[src/rtl/ps2_pkg.sv]
// Shared types and helpers for the PS/2 keyboard receiver.
package ps2_pkg;

  typedef enum logic [1:0] {IDLE, RECV, STOP, CHECK} ps2_state_e;

  localparam int unsigned PS2_FRAME_BITS = 11;
  localparam int unsigned PS2_DATA_BITS  = 8;

  // True when data bits plus parity bit have odd weight.
  function automatic logic odd_parity_ok(input logic [PS2_DATA_BITS-1:0] data, input logic p);
    return ^{data, p};
  endfunction

endpackage

[src/rtl/ps2_sync_fifo.sv]
// Registered first-word-fall-through FIFO; head entry read combinationally from storage.
module ps2_sync_fifo #(
  parameter int unsigned WIDTH = 8,
  parameter int unsigned DEPTH = 8
) (
  input  logic             clk,
  input  logic             rst,
  input  logic             push,
  input  logic [WIDTH-1:0] wdata,
  input  logic             pop,
  output logic [WIDTH-1:0] rdata,
  output logic             empty,
  output logic             full
);

  localparam int unsigned AW = $clog2(DEPTH);

  logic [WIDTH-1:0] mem [DEPTH];
  logic [AW:0]      wr_ptr_q, rd_ptr_q;
  logic             do_push, do_pop;

  // Pop is evaluated first so a push into a full FIFO succeeds when a pop frees a slot.
  always_comb begin
    empty   = (wr_ptr_q == rd_ptr_q);
    full    = (wr_ptr_q[AW] != rd_ptr_q[AW]) && (wr_ptr_q[AW-1:0] == rd_ptr_q[AW-1:0]);
    do_pop  = pop && !empty;
    do_push = push && (!full || do_pop);
    rdata   = mem[rd_ptr_q[AW-1:0]];
  end

  // Pointer and storage update.
  always_ff @(posedge clk) begin
    if (rst) begin
      wr_ptr_q <= '0;
      rd_ptr_q <= '0;
      for (int i = 0; i < DEPTH; i++) mem[i] <= '0;
    end else begin
      if (do_push) begin
        mem[wr_ptr_q[AW-1:0]] <= wdata;
        wr_ptr_q              <= wr_ptr_q + 1'b1;
      end
      if (do_pop) rd_ptr_q <= rd_ptr_q + 1'b1;
    end
  end

endmodule

[src/rtl/ps2_kbd_rx.sv]
// PS/2 keyboard receiver: synchronises the device clock/data, deserialises 11-bit frames
// and buffers good bytes in a FIFO. Define PS2_PARITY_CHK_EN to reject bad-parity frames.
module ps2_kbd_rx
  import ps2_pkg::*;
#(
  parameter int unsigned FIFO_DEPTH  = 8,
  parameter int unsigned TIMEOUT_CYC = 50000
) (
  input  logic       clk,
  input  logic       rst,
  input  logic       ps2_clk,
  input  logic       ps2_data,
  output logic [7:0] rx_data,
  output logic       rx_valid,
  input  logic       rx_ready,
  output logic       overflow,
  output logic       frame_err
);

  localparam int unsigned TW = $clog2(TIMEOUT_CYC + 1);
  localparam logic [TW-1:0] TMO_LAST = TW'(TIMEOUT_CYC - 1);
  localparam logic [3:0] LAST_BIT = 4'(PS2_FRAME_BITS - 3);  // parity is post-start bit 8

  logic [2:0]      clk_sync_q;
  logic [1:0]      data_sync_q;
  ps2_state_e      state_q, state_d;
  logic [7:0]      shift_q, shift_d;
  logic [3:0]      bit_cnt_q, bit_cnt_d;
  logic [TW-1:0]   tmo_q, tmo_d;
  logic            stop_q, stop_d;
  logic            overflow_q, frame_err_q;
  logic            fall, sbit, good, push, set_ovf, err_d, pop, empty, full;
`ifdef PS2_PARITY_CHK_EN
  logic            parity_q, parity_d;
`endif

  assign fall = clk_sync_q[2] & ~clk_sync_q[1];
  assign sbit = data_sync_q[1];
  assign pop  = rx_valid && rx_ready;

  // Two-flop synchronisers; a third clock flop supplies the previous value for edge detect.
  always_ff @(posedge clk) begin
    if (rst) begin
      clk_sync_q  <= '1;
      data_sync_q <= '1;
    end else begin
      clk_sync_q  <= {clk_sync_q[1:0], ps2_clk};
      data_sync_q <= {data_sync_q[0], ps2_data};
    end
  end

  // Frame FSM next-state, shift register, timeout and CHECK-cycle decisions.
  always_comb begin
    state_d   = state_q;
    shift_d   = shift_q;
    bit_cnt_d = bit_cnt_q;
    tmo_d     = tmo_q;
    stop_d    = stop_q;
    push      = 1'b0;
    err_d     = 1'b0;
`ifdef PS2_PARITY_CHK_EN
    parity_d  = parity_q;
    good      = stop_q && odd_parity_ok(shift_q, parity_q);
`else
    good      = stop_q;
`endif
    case (state_q)
      IDLE: begin
        tmo_d = '0;
        if (fall && !sbit) begin
          state_d   = RECV;
          bit_cnt_d = '0;
          shift_d   = '0;
        end
      end
      RECV, STOP: begin
        if (fall) begin
          tmo_d = '0;
          if (state_q == STOP) begin
            stop_d  = sbit;
            state_d = CHECK;
          end else begin
            // Data bits enter at the MSB so d0 ends up at bit 0.
            if (bit_cnt_q < 4'(PS2_DATA_BITS)) shift_d = {sbit, shift_q[7:1]};
`ifdef PS2_PARITY_CHK_EN
            else parity_d = sbit;
`endif
            bit_cnt_d = bit_cnt_q + 4'd1;
            if (bit_cnt_q == LAST_BIT) state_d = STOP;
          end
        end else if (tmo_q == TMO_LAST) begin
          err_d   = 1'b1;
          state_d = IDLE;
        end else begin
          tmo_d = tmo_q + TW'(1);
        end
      end
      CHECK: begin
        tmo_d   = '0;
        push    = good;
        err_d   = !good;
        state_d = IDLE;
      end
      default: state_d = IDLE;
    endcase
  end

  // A good byte is lost only if the FIFO stays full through this cycle.
  assign set_ovf = push && full && !pop;

  // FSM and status registers.
  always_ff @(posedge clk) begin
    if (rst) begin
      state_q     <= IDLE;
      shift_q     <= '0;
      bit_cnt_q   <= '0;
      tmo_q       <= '0;
      stop_q      <= 1'b0;
      overflow_q  <= 1'b0;
      frame_err_q <= 1'b0;
`ifdef PS2_PARITY_CHK_EN
      parity_q    <= 1'b0;
`endif
    end else begin
      state_q     <= state_d;
      shift_q     <= shift_d;
      bit_cnt_q   <= bit_cnt_d;
      tmo_q       <= tmo_d;
      stop_q      <= stop_d;
      overflow_q  <= overflow_q | set_ovf;
      frame_err_q <= err_d;
`ifdef PS2_PARITY_CHK_EN
      parity_q    <= parity_d;
`endif
    end
  end

  ps2_sync_fifo #(
    .WIDTH (PS2_DATA_BITS),
    .DEPTH (FIFO_DEPTH)
  ) u_fifo (
    .clk   (clk),
    .rst   (rst),
    .push  (push),
    .wdata (shift_q),
    .pop   (pop),
    .rdata (rx_data),
    .empty (empty),
    .full  (full)
  );

  assign rx_valid  = !empty;
  assign overflow  = overflow_q;
  assign frame_err = frame_err_q;

endmodule

[config.mk]
export PLATFORM = sky130hd
export DESIGN_NAME = ps2_kbd_rx
export DESIGN_NICKNAME = d
export VERILOG_FILES = /design/src/rtl/ps2_pkg.sv /design/src/rtl/ps2_sync_fifo.sv /design/src/rtl/ps2_kbd_rx.sv
export SDC_FILE = /design/constraint.sdc
export NUM_CORES = 1
export LEC_CHECK = 0
export CAP_MARGIN = 10
export CORE_MARGIN = 2
export CORE_UTILIZATION = 47
export DETAILED_ROUTE_END_ITERATION = 12
export PLACE_DENSITY_LB_ADDON = 0.05
export SLEW_MARGIN = 40
export SYNTH_ARGS = -nofsm -noshare
export SYNTH_HDL_FRONTEND = slang
export SYNTH_SLANG_ARGS = --single-unit
[constraint.sdc]
create_clock -name clk -period 2.4 [get_ports clk]
set_input_delay 0.72 -clock clk [delete_from_list [all_inputs] [get_ports clk]]
set_output_delay 0.72 -clock clk [all_outputs]
set_load 0.005 [all_outputs]
==> results of run 1 <==
## cells by family after synthesis
group           share of synthesized area
simple gates                        0.204
mux                                 0.101
xor+xnor                           0.0259
flops                               0.537
fa+ha+maj                          0.0208
compound gates                     0.0824
buf+inv                            0.0292
## how the worst max path moves through the flow
stage / slack [ns] / start / endpoint
floorplan: 0.08 / register / rx_data[0]
global placement: -0.1 / register / rx_data[6]
detailed placement: -0.13 / register / rx_data[6]
CTS: -0.26 / register / rx_data[6]
global route: -0.32 / register / rx_data[4]
finish: -0.26 / register / rx_data[4]
## layout make-up
type                            count  share of cell area
Sequential cell                   113               0.425
Multi-Input combinational cell    308               0.350
Timing Repair Buffer               65               0.104
Clock buffer                       19              0.0632
Tap cell                          143              0.0261
Clock inverter                     13              0.0245
Inverter                           13             0.00713
## timing repair
action / CTS / global route
resized for setup: 60 / 1
endpoints found under the hold margin: 0 / 0
setup buffers: 11 / 1
pin swaps: 1 / 0
cloned: 1 / 0
setup endpoints to repair: 9 / 8
## stage by stage
step                setup TNS [ns]  instance area (um2)  hold WS, ns
detailed placement           -1.34                 6020        0.409
floorplan                        0                 5410        0.389
global placement            -0.712                 6020        0.415
global route                 -2.32                 6850        0.424
finish                       -1.81                 6850        0.414
CTS                          -1.93                 6840        0.421
## metal layers
layer  part of all wire  wire, um  up-vias
met3              0.030       348       21
li1                   -         -     1756
met5                  0         0        -
met4              0.021       242        0
met1               0.45      5140     1676
met2               0.50      5760       70
## state kept, by name (all words and copies together) (netlist names), 2 cells and up, named ones only
register / count
u_fifo.mem: 64
tmo_q: 16
shift_q: 8
bit_cnt_q: 4
u_fifo.rd_ptr_q: 4
u_fifo.wr_ptr_q: 4
clk_sync_q: 3
data_sync_q: 2
state_q: 2
## synth_stat cells, types with 4 or more instances
cell,n,share of area
a211oi_1,5,0.0069
a211oi_4,5,0.019
a21oi_1,18,0.017
a31o_2,4,0.0065
and2_1,69,0.080
and3_1,4,0.0046
clkbuf_1,13,0.0090
dfxtp_1,49,0.18
edfxtp_1,64,0.36
ha_1,9,0.021
inv_1,13,0.0090
mux2_2,12,0.025
mux2i_1,5,0.0093
mux4_2,16,0.067
nand2_1,30,0.021
nand3_1,8,0.0074
nand4_1,7,0.0081
nor2_1,27,0.019
nor2b_1,9,0.010
o21ai_0,7,0.0065
or2_2,15,0.017
or3_1,6,0.0069
xor2_1,13,0.021
## critical path: stages, from the launching register on
cell     delay, ns
dfxtp_4       0.39
buf_16        0.14
buf_6         0.10
mux4_2        0.49
mux2_4        0.30
buf_6         0.12
## power breakdown
group          switching [mW]  internal, mW  leakage [nW]  total [mW]
Clock                   0.830          1.72         0.293        2.55
Combinational           0.120         0.103          1.24       0.223
Sequential             0.0232          2.09          1.06        2.11
Total                   0.974          3.91          2.59        4.88
==> impl_metrics.py, run 1 <==
metrics = {
    "synth": {
        "synth.ff_latch_count": 113,
        "syn_nets": 471,
        "synth.distinct_cells": 51,
        "synth-main-ff-cell": "edfxtp_1",
        "synth-edff-count": 64,
        "postSynthCellCount": 457,
        "syn_area_per_cell_um2": 11.8,
        "yosys_warnings": 0,
        "seq_area_frac_synth": 0.537,
        "async_reset_ff_frac": 0,
        "synth_area_um2": 5410,
    },
    "die": {
        "core-area_um2": 11300,
        "start_util": 0.478,
        "die_h_um": 111,
        "rows": 39,
        "io_pins": 16,
        "die_w_um": 111,
        "dieArea_um2": 12400,
    },
    "critical_path": {
        "critPathMaxFanout": 8,
        "startpoint_type": "register",
        "crit_path_end_kind": "primary output",
        "worstPathRequired_ns": 1.68,
        "reg2reg_to": "u_fifo.mem[4][5]",
        "reg2reg_from": "u_fifo.wr_ptr_q[1]",
        "ff2ff_setup_slack_ns": 0.49,
        "crit_type": "reg -> out",
        "crit_arrival_ns": 1.94,
        "reg2reg_depth": 7,
    },
    "layout": {
        "multi_input_area_um2": 2400,
        "n_fill_cell": 926,
        "final_cell_mix": "and2_1, edfxtp_1, dfxtp_1",
        "antenna_cells": 0,
        "final_layout_size_suffix_gt1_frac": 0.277,
        "regArea_um2": 2910,
        "final_common_cell": "and2_1",
        "final_util": 0.605,
        "nNetsFinal": 532,
        "fin_cells": 674,
        "area_growth_pct": 26.6,
    },
    "sta": {
        "tightest_slew_ns": 0.503,
        "setup_violations": 8,
        "setup_ws_ns": -0.263,
        "period_share": 1.11,
        "fmax_mhz": 375,
        "rsz0062_at_grt": "yes",
        "fin_skew_ns": 0.0108,
        "hold_violations": 0,
        "relSlewSlack": 0.664,
        "slew_violations": 0,
        "fin_crit_ns": 2.66,
    },
    "power_and_ir_drop": {
        "power_density_nw_per_um2": 713,
        "peakVddDrop_v": 0.000426,
        "power_mw": 4.88,
        "cellLeakagePower_nw": 2.59,
    },
    "grt": {
        "grt_overflow": 0,
        "top_usage_layer": "met2",
        "grt.total_usage": 0.204,
        "antenna_found_initial": 0,
        "gr-usage-met2": 0.332,
        "grt.met3_usage": 0.0541,
        "grt_pass1_wl_um": 19300,
        "met1_usage": 0.258,
        "grt_max_degree": 21,
        "first_global_vias": 3716,
    },
    "run_status": {
        "violations": "setup timing",
        "status": "finished, violations left",
    },
    "place": {
        "dp_hpwl_um": 8010,
        "post-place-ws_ns": -0.131,
        "gp_congestion": 0.799,
        "dp_cells": 629,
        "io_buffers": 15,
    },
    "cts": {
        "cts.sinks": 113,
        "cts.hold.buffers_added": 0,
        "cts_made_buffers": 17,
        "htree_levels": 4,
        "clockBufferDepth": 2,
        "clkTransAtPathRegs_ns": 0.05,
        "cts_root_buffer": "clkbuf_16",
        "insertion_delay_ns": 0.40,
        "cts_tree": "built",
    },
    "min_path": {
        "hold_path_class": "reg -> reg",
        "hold_depth": 1,
        "hold_end": "clk_sync_q[1]",
        "min_from": "clk_sync_q[0]",
    },
    "routing": {
        "via_per_inst": 5.23,
        "wl_um": 11500,
        "dr.first_iter.drc_count": 183,
        "drc": 0,
        "ant_nets": 0,
        "vias": 3523,
        "wl_per_cell_um": 17.0,
        "dr.pass1.iters": 5,
    },
    "job": {
        "drv_cap": 0,
    },
}
Power figures use the tool's default switching activity.
==> run 2, diff against run 1 <==
--- a/config.mk
+++ b/config.mk
@@ -9,7 +9,8 @@
 export CORE_MARGIN = 2
 export CORE_UTILIZATION = 47
 export DETAILED_ROUTE_END_ITERATION = 12
-export PLACE_DENSITY_LB_ADDON = 0.05
+export HOLD_SLACK_MARGIN = 0.03
+export PLACE_DENSITY = 0.66
 export SLEW_MARGIN = 40
 export SYNTH_ARGS = -nofsm -noshare
 export SYNTH_HDL_FRONTEND = slang
==> impl_metrics.py, run 2 (synthesis results as in run 1) <==
metrics = {
    "layout": {
        "fin_cells": 665,
        "final_common_cell": "and2_1",
        "final_layout_size_suffix_gt1_frac": 0.278,
        "largest_registers": "u_fifo.mem: 64 flops, tmo_q: 16 flops, shift_q: 8 flops",
        "final_cell_mix": "and2_1, edfxtp_1, dfxtp_1",
        "largest_register": "u_fifo.mem",
        "fin_area_um2": 6710,
        "largest_reg_flops": 64,
        "area_growth_pct": 24.1,
        "nNetsFinal": 523,
        "antenna_cells": 0,
        "regArea_um2": 2910,
        "n_fill_cell": 928,
        "multi_input_area_um2": 2400,
    },
    "cts": {
        "clkTransAtPathRegs_ns": 0.06,
        "cts.sinks": 113,
        "insertion_delay_ns": 0.40,
        "cts.hold.buffers_added": 0,
        "clockBufferDepth": 2,
        "cts_made_buffers": 17,
        "cts_tree": "built",
        "cts_root_buffer": "clkbuf_16",
        "htree_levels": 4,
    },
    "die": {
        "io_pins": 16,
        "die_w_um": 111,
        "core-area_um2": 11300,
        "dieArea_um2": 12400,
        "rows": 39,
        "die_h_um": 111,
        "start_util": 0.478,
    },
    "sta": {
        "fin_crit_ns": 2.64,
        "setup_ws_ns": -0.243,
        "tightest_slew_ns": 0.561,
        "slew_violations": 0,
        "period_share": 1.10,
        "fin_skew_ns": 0.00670,
        "rsz0062_at_grt": "yes",
        "relSlewSlack": 0.626,
        "hold_violations": 0,
        "fmax_mhz": 378,
        "setup_violations": 8,
    },
    "power_and_ir_drop": {
        "p_seq_frac": 0.436,
        "p_switching_mw": 1.11,
        "combPwrFrac": 0.043,
        "cellLeakagePower_nw": 2.51,
        "internal_power_mw": 3.74,
        "power_density_nw_per_um2": 722,
        "pwr-share-clk": 0.521,
        "peakVddDrop_v": 0.000408,
        "swShare": 0.229,
        "power_mw": 4.84,
    },
    "routing": {
        "via_per_inst": 5.40,
        "drc": 0,
        "dr.first_iter.drc_count": 169,
        "dr.pass1.iters": 4,
        "wl_per_cell_um": 18.0,
        "wl_um": 12000,
        "vias": 3588,
        "ant_nets": 0,
    },
    "critical_path": {
        "reg2reg_from": "tmo_q[0]",
        "critPathMaxFanout": 7,
        "path_cells": "buf_12 > buf_6 > mux4_2 > mux2_4 > buf_2",
        "cpPeakStageDelay_ns": 0.49,
        "crit_path_end_kind": "primary output",
        "startpoint_type": "register",
        "worstPathRequired_ns": 1.68,
        "crit_type": "reg -> out",
        "crit_arrival_ns": 1.92,
        "cpMaxStageDelayCell": "mux4_2",
    },
    "grt": {
        "grt_overflow": 0,
        "grt.total_usage": 0.208,
        "first_global_vias": 3665,
        "antenna_found_initial": 0,
        "grt_pass1_wl_um": 19700,
        "grt_max_degree": 28,
    },
    "job": {
        "drv_cap": 0,
    },
    "run_status": {
        "status": "finished, violations left",
        "violations": "setup timing",
    },
    "place": {
        "place_area_um2": 5900,
        "gp_congestion": 0.837,
        "io_buffers": 15,
        "dp_cells": 618,
        "dp_hpwl_um": 8100,
    },
    "min_path": {
        "hold_path_class": "reg -> reg",
        "min_from": "data_sync_q[0]",
    },
}
[run 2: cell types whose count changed in the layout (fill, tap and decap cells not counted), moves of 2 or more]
cell       previous run  this run
buf_12               11         6
buf_4                33        29
bufinv_16             4         2
clkbuf_1              2         0
clkinv_1              3         0
clkinv_2              4         0
clkinv_4              1         3
dfxtp_1              46        44
inv_6                 0         8
[run 2: through the flow]
stage,hold WS (ns),setup TNS [ns],utilization,setup WS [ns]
after global routing,0.443,-2.28,0.593,-0.294
after floorplan,0.389,0,-,0.0771
after detailed placement,0.401,-1.43,0.521,-0.0917
after global placement,0.397,-0.834,0.521,-0.0682
after CTS,0.418,-1.91,0.591,-0.257
final,0.416,-1.85,0.593,-0.243
[run 2: power by group through the flow]
stage          clock network, mW  logic, mW  registers (mW)
6_report                    2.52      0.206            2.11
5_1_grt                     2.65      0.228            2.12
4_1_cts                     2.56      0.204            2.11
3_5_place_dp                   0      0.201            2.16
3_3_place_gp                   0      0.196            2.16
2_1_floorplan                  0      0.133            2.14
[run 2: critical path: cells and delay by family (launching register included)]
family                 cells  cell delay (ns)
buffers and inverters      3             0.36
flip-flops                 1             0.39
multiplexers               2             0.77
[run 2: routing by layer]
metal,up-vias,share of wire,global-route usage
li1,1748,-,-
met1,1748,0.45,0.270
met2,83,0.50,0.342
met3,9,0.044,0.0552
met4,0,0.0079,0.0642
met5,-,0,0
[run 2: final cells by class]
cell class | instances | share of cell area
sequential | 113 | 0.434
multi-input combinational | 308 | 0.357
timing repair buffer | 56 | 0.0856
clock buffer | 17 | 0.0634
tap | 143 | 0.0267
clock inverter | 15 | 0.0255
inverter | 13 | 0.00727
[run 2: timing repair]
action / in CTS / in global routing
buffers inserted: 13 / 1
endpoints found under the setup margin: 9 / 8
cloned: 1 / 0
pin swaps: 2 / 0
resized for setup: 59 / 4
[run 2: path summary, 6_finish.rpt]
check	endpoint	slack [ns]	cells after the start
max reg2reg	state_q[0]	0.41	5
min reg2reg	data_sync_q[1]	0.42	1
min	data_sync_q[1]	0.42	1
max	rx_data[0]	-0.24	5
